--- config.mk ---
export PLATFORM = sky130hd
export DESIGN_NAME = vme_cmd_sequencer_flat
export DESIGN_NICKNAME = d
export VERILOG_FILES = /design/src/rtl/vme_cmd_sequencer_if.sv /design/src/rtl/vme_cmd_sequencer.sv /design/src/flat_wrapper.sv
export SDC_FILE = /design/constraint.sdc
export NUM_CORES = 2
export LEC_CHECK = 0
export BUFFER_PORTS_ARGS = -buffer_cell sky130_fd_sc_hd__buf_2
export CAP_MARGIN = 5
export CORE_UTILIZATION = 35
export DETAILED_ROUTE_END_ITERATION = 10
export HOLD_SLACK_MARGIN = 0.15
export PLACE_DENSITY = 0.45
export SYNTH_ARGS = -nofsm -noshare
export SYNTH_HDL_FRONTEND = slang
export SYNTH_SLANG_ARGS = --single-unit
--- constraint.sdc ---
create_clock -name clk -period 5.2 [get_ports clk]
set_input_delay 0.52 -clock clk [delete_from_list [all_inputs] [get_ports clk]]
set_output_delay 0.52 -clock clk [all_outputs]
set_load 0.05 [all_outputs]
--- src/rtl/vme_cmd_sequencer_if.sv ---
// VME command-path handshake between the sequencer (master) and the VME decode block (slave).
interface vme_cmd_sequencer_if;
    logic        cmd_rd;
    logic        start;
    logic [31:0] vme_cmd_reg;
    logic [31:0] vme_dat_reg_in;
    logic        vme_dat_wr;
    logic [31:0] vme_dat_reg_out;

    modport master (
        input  cmd_rd, vme_dat_wr, vme_dat_reg_out,
        output start, vme_cmd_reg, vme_dat_reg_in
    );
    modport slave (
        output cmd_rd, vme_dat_wr, vme_dat_reg_out,
        input  start, vme_cmd_reg, vme_dat_reg_in
    );
endinterface

--- src/rtl/vme_cmd_sequencer.sv ---
// Replays a loaded read/write command list onto the VME command path and queues read results.
// Optional WAIT timeout is built only when VME_SEQ_TIMEOUT_EN is defined.
module vme_cmd_sequencer #(
    parameter int unsigned DEPTH     = 64,
    parameter int unsigned AW        = 6,
    parameter int unsigned DW        = 16,
    parameter int unsigned RES_DEPTH = 16,
    parameter int unsigned RAW       = 4,
    parameter logic [31:0] MASK      = 32'h00A8_0000,
    parameter int unsigned TIMEOUT   = 1024
) (
    input  logic                 clk,
    input  logic                 rst_n,
    input  logic                 ld_we,
    input  logic [AW-1:0]        ld_addr,
    input  logic [1:0]           ld_op,
    input  logic [15:0]          ld_cmd,
    input  logic [DW-1:0]        ld_data,
    input  logic                 go,
    input  logic                 abort,
    input  logic                 loop_en,
    output logic                 busy,
    output logic                 done,
    vme_cmd_sequencer_if.master  vme,
    output logic                 res_valid,
    output logic [15+DW:0]       res_data,
    input  logic                 res_rd,
    output logic [RAW:0]         res_count,
    output logic                 ovf_err,
    output logic                 timeout_err
);
    typedef enum logic [1:0] {OP_NOP = 2'b00, OP_WRITE = 2'b01, OP_READ = 2'b10, OP_END = 2'b11} op_e;
    typedef enum logic [2:0] {S_IDLE, S_FETCH, S_DECODE, S_ISSUE, S_WAIT, S_FIN} state_e;

    op_e           op_mem   [DEPTH];
    logic [15:0]   cmd_mem  [DEPTH];
    logic [DW-1:0] data_mem [DEPTH];

    state_e        state_q;
    logic [AW-1:0] ptr_q;
    op_e           op_q;
    logic [15:0]   cmd_q;
    logic [DW-1:0] data_q;
    logic          busy_q, done_q, start_q, ovf_q;
    logic [31:0]   cmd_reg_q, dat_in_q;
    logic          ptr_last;

    logic [15+DW:0] res_mem [RES_DEPTH];
    logic [RAW-1:0] wr_ptr_q, rd_ptr_q;
    logic [RAW:0]   cnt_q;
    logic           push_req, push, pop, full, drop;

`ifdef VME_SEQ_TIMEOUT_EN
    localparam int unsigned TW = $clog2(TIMEOUT + 1);
    logic [TW-1:0] tmo_q;
    logic          tmo_err_q;
`endif

    // Memories carry no reset so they map onto RAM; contents survive rst_n.
    always_ff @(posedge clk) begin
        if (ld_we && !busy_q) begin
            op_mem[ld_addr]   <= op_e'(ld_op);
            cmd_mem[ld_addr]  <= ld_cmd;
            data_mem[ld_addr] <= ld_data;
        end
        if (state_q == S_FETCH) begin
            op_q   <= op_mem[ptr_q];
            cmd_q  <= cmd_mem[ptr_q];
            data_q <= data_mem[ptr_q];
        end
        if (push) begin
            res_mem[wr_ptr_q] <= {cmd_q, vme.vme_dat_reg_out[DW-1:0]};
        end
    end

    assign ptr_last = (ptr_q == AW'(DEPTH - 1));

    // Advancing past the last entry is treated as END, hence done on ptr_last.
    always_ff @(posedge clk or negedge rst_n) begin
        if (!rst_n) begin
            state_q   <= S_IDLE;
            ptr_q     <= '0;
            busy_q    <= 1'b0;
            done_q    <= 1'b0;
            start_q   <= 1'b0;
            ovf_q     <= 1'b0;
            cmd_reg_q <= MASK;
            dat_in_q  <= '0;
`ifdef VME_SEQ_TIMEOUT_EN
            tmo_q     <= '0;
            tmo_err_q <= 1'b0;
`endif
        end else begin
            start_q   <= 1'b0;
            done_q    <= 1'b0;
            cmd_reg_q <= MASK;
            dat_in_q  <= '0;
            if (drop) ovf_q <= 1'b1;
            if (abort) begin
                state_q <= S_IDLE;
                busy_q  <= 1'b0;
            end else begin
                unique case (state_q)
                    S_IDLE: if (go) begin
                        state_q <= S_FETCH;
                        ptr_q   <= '0;
                        busy_q  <= 1'b1;
                        ovf_q   <= 1'b0;
`ifdef VME_SEQ_TIMEOUT_EN
                        tmo_err_q <= 1'b0;
`endif
                    end
                    S_FETCH: state_q <= S_DECODE;
                    S_DECODE: begin
                        unique case (op_q)
                            OP_END: begin
                                state_q <= S_FIN;
                                done_q  <= 1'b1;
                            end
                            OP_NOP: begin
                                state_q <= ptr_last ? S_FIN : S_FETCH;
                                ptr_q   <= ptr_q + 1'b1;
                                done_q  <= ptr_last;
                            end
                            default: state_q <= S_ISSUE;
                        endcase
                    end
                    S_ISSUE: if (vme.cmd_rd) begin
                        start_q   <= 1'b1;
                        cmd_reg_q <= MASK | {16'h0000, cmd_q} |
                                     ((op_q == OP_READ) ? 32'h0200_0000 : 32'h0100_0000);
                        dat_in_q  <= (op_q == OP_WRITE) ? 32'(data_q) : '0;
                        state_q   <= S_WAIT;
`ifdef VME_SEQ_TIMEOUT_EN
                        tmo_q     <= '0;
`endif
                    end
                    S_WAIT: begin
                        if (vme.vme_dat_wr) begin
                            state_q <= ptr_last ? S_FIN : S_FETCH;
                            ptr_q   <= ptr_q + 1'b1;
                            done_q  <= ptr_last;
                        end
`ifdef VME_SEQ_TIMEOUT_EN
                        else if (tmo_q == TW'(TIMEOUT - 1)) begin
                            tmo_err_q <= 1'b1;
                            state_q   <= ptr_last ? S_FIN : S_FETCH;
                            ptr_q     <= ptr_q + 1'b1;
                            done_q    <= ptr_last;
                        end else begin
                            tmo_q <= tmo_q + 1'b1;
                        end
`endif
                    end
                    S_FIN: begin
                        if (loop_en) begin
                            ptr_q   <= '0;
                            state_q <= S_FETCH;
                        end else begin
                            state_q <= S_IDLE;
                            busy_q  <= 1'b0;
                        end
                    end
                    default: state_q <= S_IDLE;
                endcase
            end
        end
    end

    // A full FIFO still accepts a push when the head is popped in the same cycle.
    always_comb begin
        push_req = (state_q == S_WAIT) && vme.vme_dat_wr && (op_q == OP_READ) && !abort;
        pop      = res_rd && (cnt_q != '0);
        full     = (cnt_q == (RAW + 1)'(RES_DEPTH));
        push     = push_req && (!full || pop);
        drop     = push_req && full && !pop;
    end

    always_ff @(posedge clk or negedge rst_n) begin
        if (!rst_n) begin
            wr_ptr_q <= '0;
            rd_ptr_q <= '0;
            cnt_q    <= '0;
        end else begin
            if (push) wr_ptr_q <= wr_ptr_q + 1'b1;
            if (pop)  rd_ptr_q <= rd_ptr_q + 1'b1;
            if (push && !pop)      cnt_q <= cnt_q + 1'b1;
            else if (pop && !push) cnt_q <= cnt_q - 1'b1;
        end
    end

    assign busy               = busy_q;
    assign done               = done_q;
    assign vme.start          = start_q;
    assign vme.vme_cmd_reg    = cmd_reg_q;
    assign vme.vme_dat_reg_in = dat_in_q;
    assign res_valid          = (cnt_q != '0);
    assign res_data           = res_mem[rd_ptr_q];
    assign res_count          = cnt_q;
    assign ovf_err            = ovf_q;
`ifdef VME_SEQ_TIMEOUT_EN
    assign timeout_err        = tmo_err_q;
`else
    assign timeout_err        = 1'b0;
`endif

    logic unused_cfg;
    assign unused_cfg = ^{vme.vme_dat_reg_out, TIMEOUT};
endmodule
--- src/flat_wrapper.sv ---
// flat-port wrapper written by rule: the top's interface ports become plain ports
module vme_cmd_sequencer_flat 
#(
    parameter int unsigned DEPTH     = 64,
    parameter int unsigned AW        = 6,
    parameter int unsigned DW        = 16,
    parameter int unsigned RES_DEPTH = 16,
    parameter int unsigned RAW       = 4,
    parameter logic [31:0] MASK      = 32'h00A8_0000,
    parameter int unsigned TIMEOUT   = 1024
)
  (clk, rst_n, ld_we, ld_addr, ld_op, ld_cmd, ld_data, go, abort, loop_en, busy, done, res_valid, res_data, res_rd, res_count, ovf_err, timeout_err, vme_cmd_rd, vme_vme_dat_wr, vme_vme_dat_reg_out, vme_start, vme_vme_cmd_reg, vme_vme_dat_reg_in);
  vme_cmd_sequencer_if vme_i ();
  input  logic clk;
  input  logic rst_n;
  input  logic ld_we;
  input  logic [AW-1:0] ld_addr;
  input  logic [1:0] ld_op;
  input  logic [15:0] ld_cmd;
  input  logic [DW-1:0] ld_data;
  input  logic go;
  input  logic abort;
  input  logic loop_en;
  output logic busy;
  output logic done;
  output logic res_valid;
  output logic [15+DW:0] res_data;
  input  logic res_rd;
  output logic [RAW:0] res_count;
  output logic ovf_err;
  output logic timeout_err;
  input wire logic [$bits(vme_i.cmd_rd)-1:0] vme_cmd_rd;
  input wire logic [$bits(vme_i.vme_dat_wr)-1:0] vme_vme_dat_wr;
  input wire logic [$bits(vme_i.vme_dat_reg_out)-1:0] vme_vme_dat_reg_out;
  output wire logic [$bits(vme_i.start)-1:0] vme_start;
  output wire logic [$bits(vme_i.vme_cmd_reg)-1:0] vme_vme_cmd_reg;
  output wire logic [$bits(vme_i.vme_dat_reg_in)-1:0] vme_vme_dat_reg_in;
  assign vme_i.cmd_rd = vme_cmd_rd;
  assign vme_i.vme_dat_wr = vme_vme_dat_wr;
  assign vme_i.vme_dat_reg_out = vme_vme_dat_reg_out;
  assign vme_start = vme_i.start;
  assign vme_vme_cmd_reg = vme_i.vme_cmd_reg;
  assign vme_vme_dat_reg_in = vme_i.vme_dat_reg_in;
  vme_cmd_sequencer #(.DEPTH(DEPTH), .AW(AW), .DW(DW), .RES_DEPTH(RES_DEPTH), .RAW(RAW), .MASK(MASK), .TIMEOUT(TIMEOUT)) u_core (.clk(clk), .rst_n(rst_n), .ld_we(ld_we), .ld_addr(ld_addr), .ld_op(ld_op), .ld_cmd(ld_cmd), .ld_data(ld_data), .go(go), .abort(abort), .loop_en(loop_en), .busy(busy), .done(done), .vme(vme_i), .res_valid(res_valid), .res_data(res_data), .res_rd(res_rd), .res_count(res_count), .ovf_err(ovf_err), .timeout_err(timeout_err));
endmodule
# Yosys cells after proc, flatten, opt, wreduce, memory -nomap -nowiden
# Memories as Yosys holds them, arrays and structs flattened. A register that Yosys moved wholly into a read port is not among the register bits.
# Cells that the tools add are included.
[totals] memories=4 out_inout_bits=107 in_bits=81 ram_bits=2688 word_cells=107 ff_bits=90
[classes] bitwise=2 add_sub_neg=5 mux=42 n_eq_ne=18 reduce_logical=25
[mem_list] memory="u_core.cmd_mem" words=64 width=16 read_ports=1 rd_clocked_by_memory_dff=1 write_ports=1 line="vme_cmd_sequencer.sv:36" source="logic [15:0] cmd_mem [DEPTH];"
[mem_list] memory="u_core.data_mem" words=64 width=16 read_ports=1 rd_clocked_by_memory_dff=1 write_ports=1 line="vme_cmd_sequencer.sv:37" source="logic [DW-1:0] data_mem [DEPTH];"
[mem_list] memory="u_core.res_mem" words=16 width=32 read_ports=1 rd_clocked_by_memory_dff=0 write_ports=1 line="vme_cmd_sequencer.sv:48" source="logic [15+DW:0] res_mem [RES_DEPTH];"
[mem_list] memory="u_core.op_mem" words=64 width=2 read_ports=1 rd_clocked_by_memory_dff=1 write_ports=1 line="vme_cmd_sequencer.sv:35" source="op_e op_mem [DEPTH];"
[op_table] cell="two-way mux 32 bit" n=6
[op_table] cell="bitwise OR 24 x 32 -> 32 bit" n=1
[op_table] cell="two-way mux 26 bit" n=1
[op_table] cell="two-way mux 6 bit" n=4
[op_table] cell="one-hot mux 6 bit (4 select lines)" n=1
[op_table] cell="one-hot mux 3 bit (6 select lines)" n=1
[op_table] cell="two-way mux 1 bit" n=17
[op_table] cell="two-way mux 16 bit" n=1
[op_table] cell="two-way mux 3 bit" n=5
[op_table] cell="!= test 3 bit (second input constant)" n=4
[op_table] cell="logical AND 1 bit" n=10
[op_table] cell="two-way mux 5 bit" n=2
[op_table] cell="adder 4 x 1 -> 4 bit (second input constant)" n=2
[op_table] cell="adder 6 x 1 -> 6 bit (second input constant)" n=1
[op_table] cell="equality test 3 x 2 -> 1 bit (second input constant)" n=2
[op_table] cell="equality test 3 bit (second input constant)" n=2
[op_table] cell="equality test 6 bit (second input constant)" n=1
[op_table] cell="!= test 2 bit (second input constant)" n=3
[op_table] cell="one-hot mux 1 bit (2 select lines)" n=3
[op_table] cell="one-hot mux 3 bit (2 select lines)" n=1
[op_table] cell="AND reduction 3 bit" n=2
[op_table] cell="AND reduction 6 bit" n=1
[op_table] cell="adder 5 x 1 -> 5 bit (second input constant)" n=1
[op_table] cell="equality test 5 bit (second input constant)" n=1
[op_table] cell="14 further kinds" n=19

# Logic depth before layout (Yosys ltp)
[logic_depth] ltp_word=10 ltp_mapped=13

# Worst setup path before layout
# Ideal clock, no wire load.
[synth_path] path_kind="reg-to-reg" from="register u_core.state_q[0]" to="memory u_core.res_mem[3][0] (netlist bit) (enable)" n_path_buf=2 setup_slack_ps=1042 required_time_ps=4739 path_stages_with_launch=8 synth_period_minus_slack_ps=4158 arrival_time_ps=3697 setup_ps=461 cell_sequence="dfrtp_1 clkbuf_1 nor3b_1 and4b_1 nor2b_1 buf_2 nand2_1 nor3_1"
[synth_between] elab_chain_cells=7
[synth_lines] element="from (decl)" line="vme_cmd_sequencer.sv:39" source="state_e state_q;"
[synth_lines] element="from (signal assigned)" line="vme_cmd_sequencer.sv:121" source="state_q <= ptr_last ? S_FIN : S_FETCH;"
[synth_lines] element="from (signal assigned)" line="vme_cmd_sequencer.sv:140" source="state_q <= ptr_last ? S_FIN : S_FETCH;"
[synth_lines] element="equality test 3 bit" line="vme_cmd_sequencer.sv:172" source="push_req = (state_q == S_WAIT) && vme.vme_dat_wr && (op_q == OP_READ) && !abort;"
[synth_lines] element="logical AND 1 bit (3 in series)" line="vme_cmd_sequencer.sv:172"
[synth_lines] element="logical AND 1 bit" line="vme_cmd_sequencer.sv:175" source="push = push_req && (!full || pop);"
[synth_lines] element="named net u_core.push" line="vme_cmd_sequencer.sv:51" source="logic push_req, push, pop, full, drop;"
[synth_lines] element="two-way mux 1 bit" line="vme_cmd_sequencer.sv:71" source="if (push) begin"
[synth_lines] element="two-way mux 1 bit (not written as such)" line="vme_cmd_sequencer.sv:72" source="res_mem[wr_ptr_q] <= {cmd_q, vme.vme_dat_reg_out[DW-1:0]};"
[synth_lines] element="to (decl)" line="vme_cmd_sequencer.sv:48"
# The timed path passes the listed nets, and every way through them passes these cells.

# Worst setup path in the final report
[layout_path] from="register u_core.rd_ptr_q[0]" to="output port res_data[1]"
[layout_between] elab_chain_cells=1
[layout_lines] element="from (decl)" line="vme_cmd_sequencer.sv:49" source="logic [RAW-1:0] wr_ptr_q, rd_ptr_q;"
[layout_lines] element="from (signal assigned)" line="vme_cmd_sequencer.sv:186" source="if (pop) rd_ptr_q <= rd_ptr_q + 1'b1;"
[layout_lines] element="memory (16 x 32 bit)"
[layout_lines] element="to (decl)" line="flat_wrapper.sv:27" source="output logic [15+DW:0] res_data;"
# No other way between the ends.

==> reports/results.txt <==
Routed wire per std cell: 30.1 µm
Critical Path Sink Type: output port
largest net degree at the start of global routing: 86
HPWL after DPL: 167000 µm
Synth Warn #: 0
worst skew pair latency: 0.89 ns
number of CTS-inserted buffers: 308
Cell variety after synth: 66
crit-path cells: buf_12 > mux4_2 > mux4_2 > buf_2
number of max-slew violations in the final report: 0
Final setup violation count: 0
layout cells sized above 1: 27.8%
Crit Path Class: register to output port
synthesized instance count: 4818
first-pass GRT wire length: 404000 µm
CTS root buf: clkbuf_16
post-cts resize count: 0
Crit path max-delay family: multiplexers
Arr. time, crit path: 3.57 ns
Seq cells post-synth: 2782
IO Count: 188
CP Data Required Time: 4.68 ns
Overflow after GRT: 0
clock tree buffer depth: 4
Slowest-stage cell, CP: dfrtp_4
Top Registers: u_core.cmd_mem x1024, u_core.data_mem x1024, u_core.res_mem x512
initial antenna violation count: 21
most frequent cells in the layout: edfxtp_1 (2722), mux4_2 (597), clkbuf_16 (317), mux2i_1 (264), buf_4 (227)
# clock sinks: 2782
nets: 5368
most common cell after layout, fill and taps aside: edfxtp_1
Hold Crit Class: input pin to register
Seq. cell area: 83300 µm²
total power: 0.0526 W
Syn Area/Cell: 22.1 µm²
WP buf/inv: 2
fill count: 26800
Post-CTS Setup Bufs: 0
Die Y: 554 µm
Site Rows: 202
sequential cell area fraction in the yosys report: 78.1%
RSZ-0062 raised after global routing: no
Static Leak: 38.2 nW
total number of vias: 50200
worst slew pin tran: 1.32 ns
Global Route Usage Sum: 18.4%
crit share post-route: 78.7%
outcome: finished clean
critical-path maximum fanout: 40
area grow syn2layout: 15.5%
Final min period: 4.09 ns
Max Clock Skew: 0.0606 ns
H-tree Lvls: 5
Synth Flop Type: edfxtp_1
vias in the first global route: 52500
CTS clk-pin slew, worst paths: 0.06 ns
Routed Antenna Nets: 0
initial DRC count: 4761
drt first pass iters: 7
max-cap violations: 0
Slew HR: 12.2%
TNS Setup: 0 ns
chip width: 554 µm
Initial Util: 35.2%
Startpoint Class: register
slowest stage delay, CP: 0.86 ns
drc violations: 0
Synth Cell Area: 107000 µm²
Max VDD drop: 0.000241 V
Die ar.: 307000 µm²
core box area: 303000 µm²
Max Fclk: 244 MHz
TritonCTS clock tree: done
asr flop ratio synth: 2.16%
final hold violations: 0
port bufs: 140
routability congestion estimate: 0.769
WL final: 286000 µm
detailed-route vias per instance: 5.29
Power Density: 427 nW/µm²
CP dominant cell by count: mux4_2
Multi-input gate area: 22300 µm²
EDFF count, synth: 2722
-- what timing repair did --
item | in CTS | in global routing
endpoints found under the setup margin | 0 | 0
hold buffers | 28 | 0
hold endpoints to repair | 343 | 0
-- worst paths after layout --
check	cells past startpoint	slack, ns	end	start
max	4	1.11	res_data[1]	u_core.rd_ptr_q[0]
min	2	0.30	u_core.op_mem[32][0]	ld_op[0]
max reg2reg	5	1.41	u_core.op_q[0]	u_core.ptr_q[0]
min reg2reg	1	0.48	u_core.vme.vme_dat_reg_in[3]	u_core.data_q[3]
max in group asynchronous	3	3.71	u_core.vme.vme_cmd_reg[4]	rst_n
min in group asynchronous	3	0.34	u_core.wr_ptr_q[1]	rst_n
-- worst reg2reg max path, stage by stage (launching register included) --
cell      delay [ns]
dfrtp_4         1.05
nor2b_2         0.97
nand2_1         0.22
a311oi_1        0.72
o32ai_1         0.35
buf_4           0.23
-- final cells by class --
class	instances	share of cell area, %
Tap cell	3978	4.04
Clock inverter	151	0.892
Multi-Input combinational cell	1754	18.1
Timing Repair Buffer	416	2.53
Sequential cell	2782	67.6
Inverter	10	0.0335
Clock buffer	401	6.76
Antenna cell	3	0.00610
-- Yosys cell counts (4+ instances only) --
cell	count	share of area [%]
edfxtp_1	2722	77
mux4_2	597	13
mux2i_1	264	2.5
nand2_1	127	0.45
nor2_1	123	0.43
clkbuf_1	100	0.35
buf_2	83	0.39
buf_4	66	0.46
o22ai_1	65	0.38
a21oi_1	62	0.29
dfrtp_1	60	1.4
o21ai_0	48	0.23
a221oi_1	44	0.36
a211oi_1	38	0.27
nor3_1	37	0.17
and3_1	36	0.21
buf_6	34	0.36
o221ai_1	29	0.24
and2_1	23	0.13
mux2_2	17	0.18
a22oi_1	15	0.11
a21o_1	14	0.099
a22o_1	14	0.12
buf_1	14	0.049
ha_1	14	0.16
nand3_1	14	0.066
nor2b_1	12	0.070
o32ai_1	10	0.082
or3_1	10	0.059
xnor2_1	10	0.082
inv_1	9	0.032
nor4b_1	9	0.074
a311o_1	8	0.075
nor4_1	8	0.047
o21ai_1	8	0.038
a32o_1	7	0.066
mux4_1	7	0.17
a221oi_2	6	0.085
nand2b_1	5	0.029
nand3b_1	4	0.028
nor3b_1	4	0.028
-- power breakdown --
group	internal (W)	switching, W
Sequential	0.0249	0.000459
Combinational	0.00281	0.00393
Clock	0.0117	0.00884
-- cell families after synthesis --
family                     synth area share [%]
AOI/OAI and AO/OA                          2.55
xor gates and xnor gates                 0.0986
adders and majority gates                 0.183
buffers and inverters                      1.72
DFF                                        78.1
muxes                                      15.4
other                                   0.00704
and+or+nand+nor                            1.91
-- layer usage --
layer	track usage, %	routed length [µm]	part of all wire, %	vias to the layer above
li1	-	-	-	21200
met4	3.83	5440	1.9	0
met5	0	0	0	-
met3	3.67	16400	5.7	336
met1	25.8	127000	44	27400
met2	29.9	137000	48	1264
-- through the flow --
step           hold slack [ns]  utilization (%)  cell area (µm²)  std cells  setup WS [ns]
2_1_floorplan            0.224                -           107000       4847           1.04
3_3_place_gp             0.426             37.5           113000       8912           1.42
3_5_place_dp             0.429             37.5           113000       8912           1.35
4_1_cts                  0.245             40.7           123000       9492          0.956
5_1_grt                  0.286             40.7           123000       9493          0.892
6_report                 0.297             40.7           123000       9495           1.11
No activity file was read; power rests on OpenSTA's default activity.
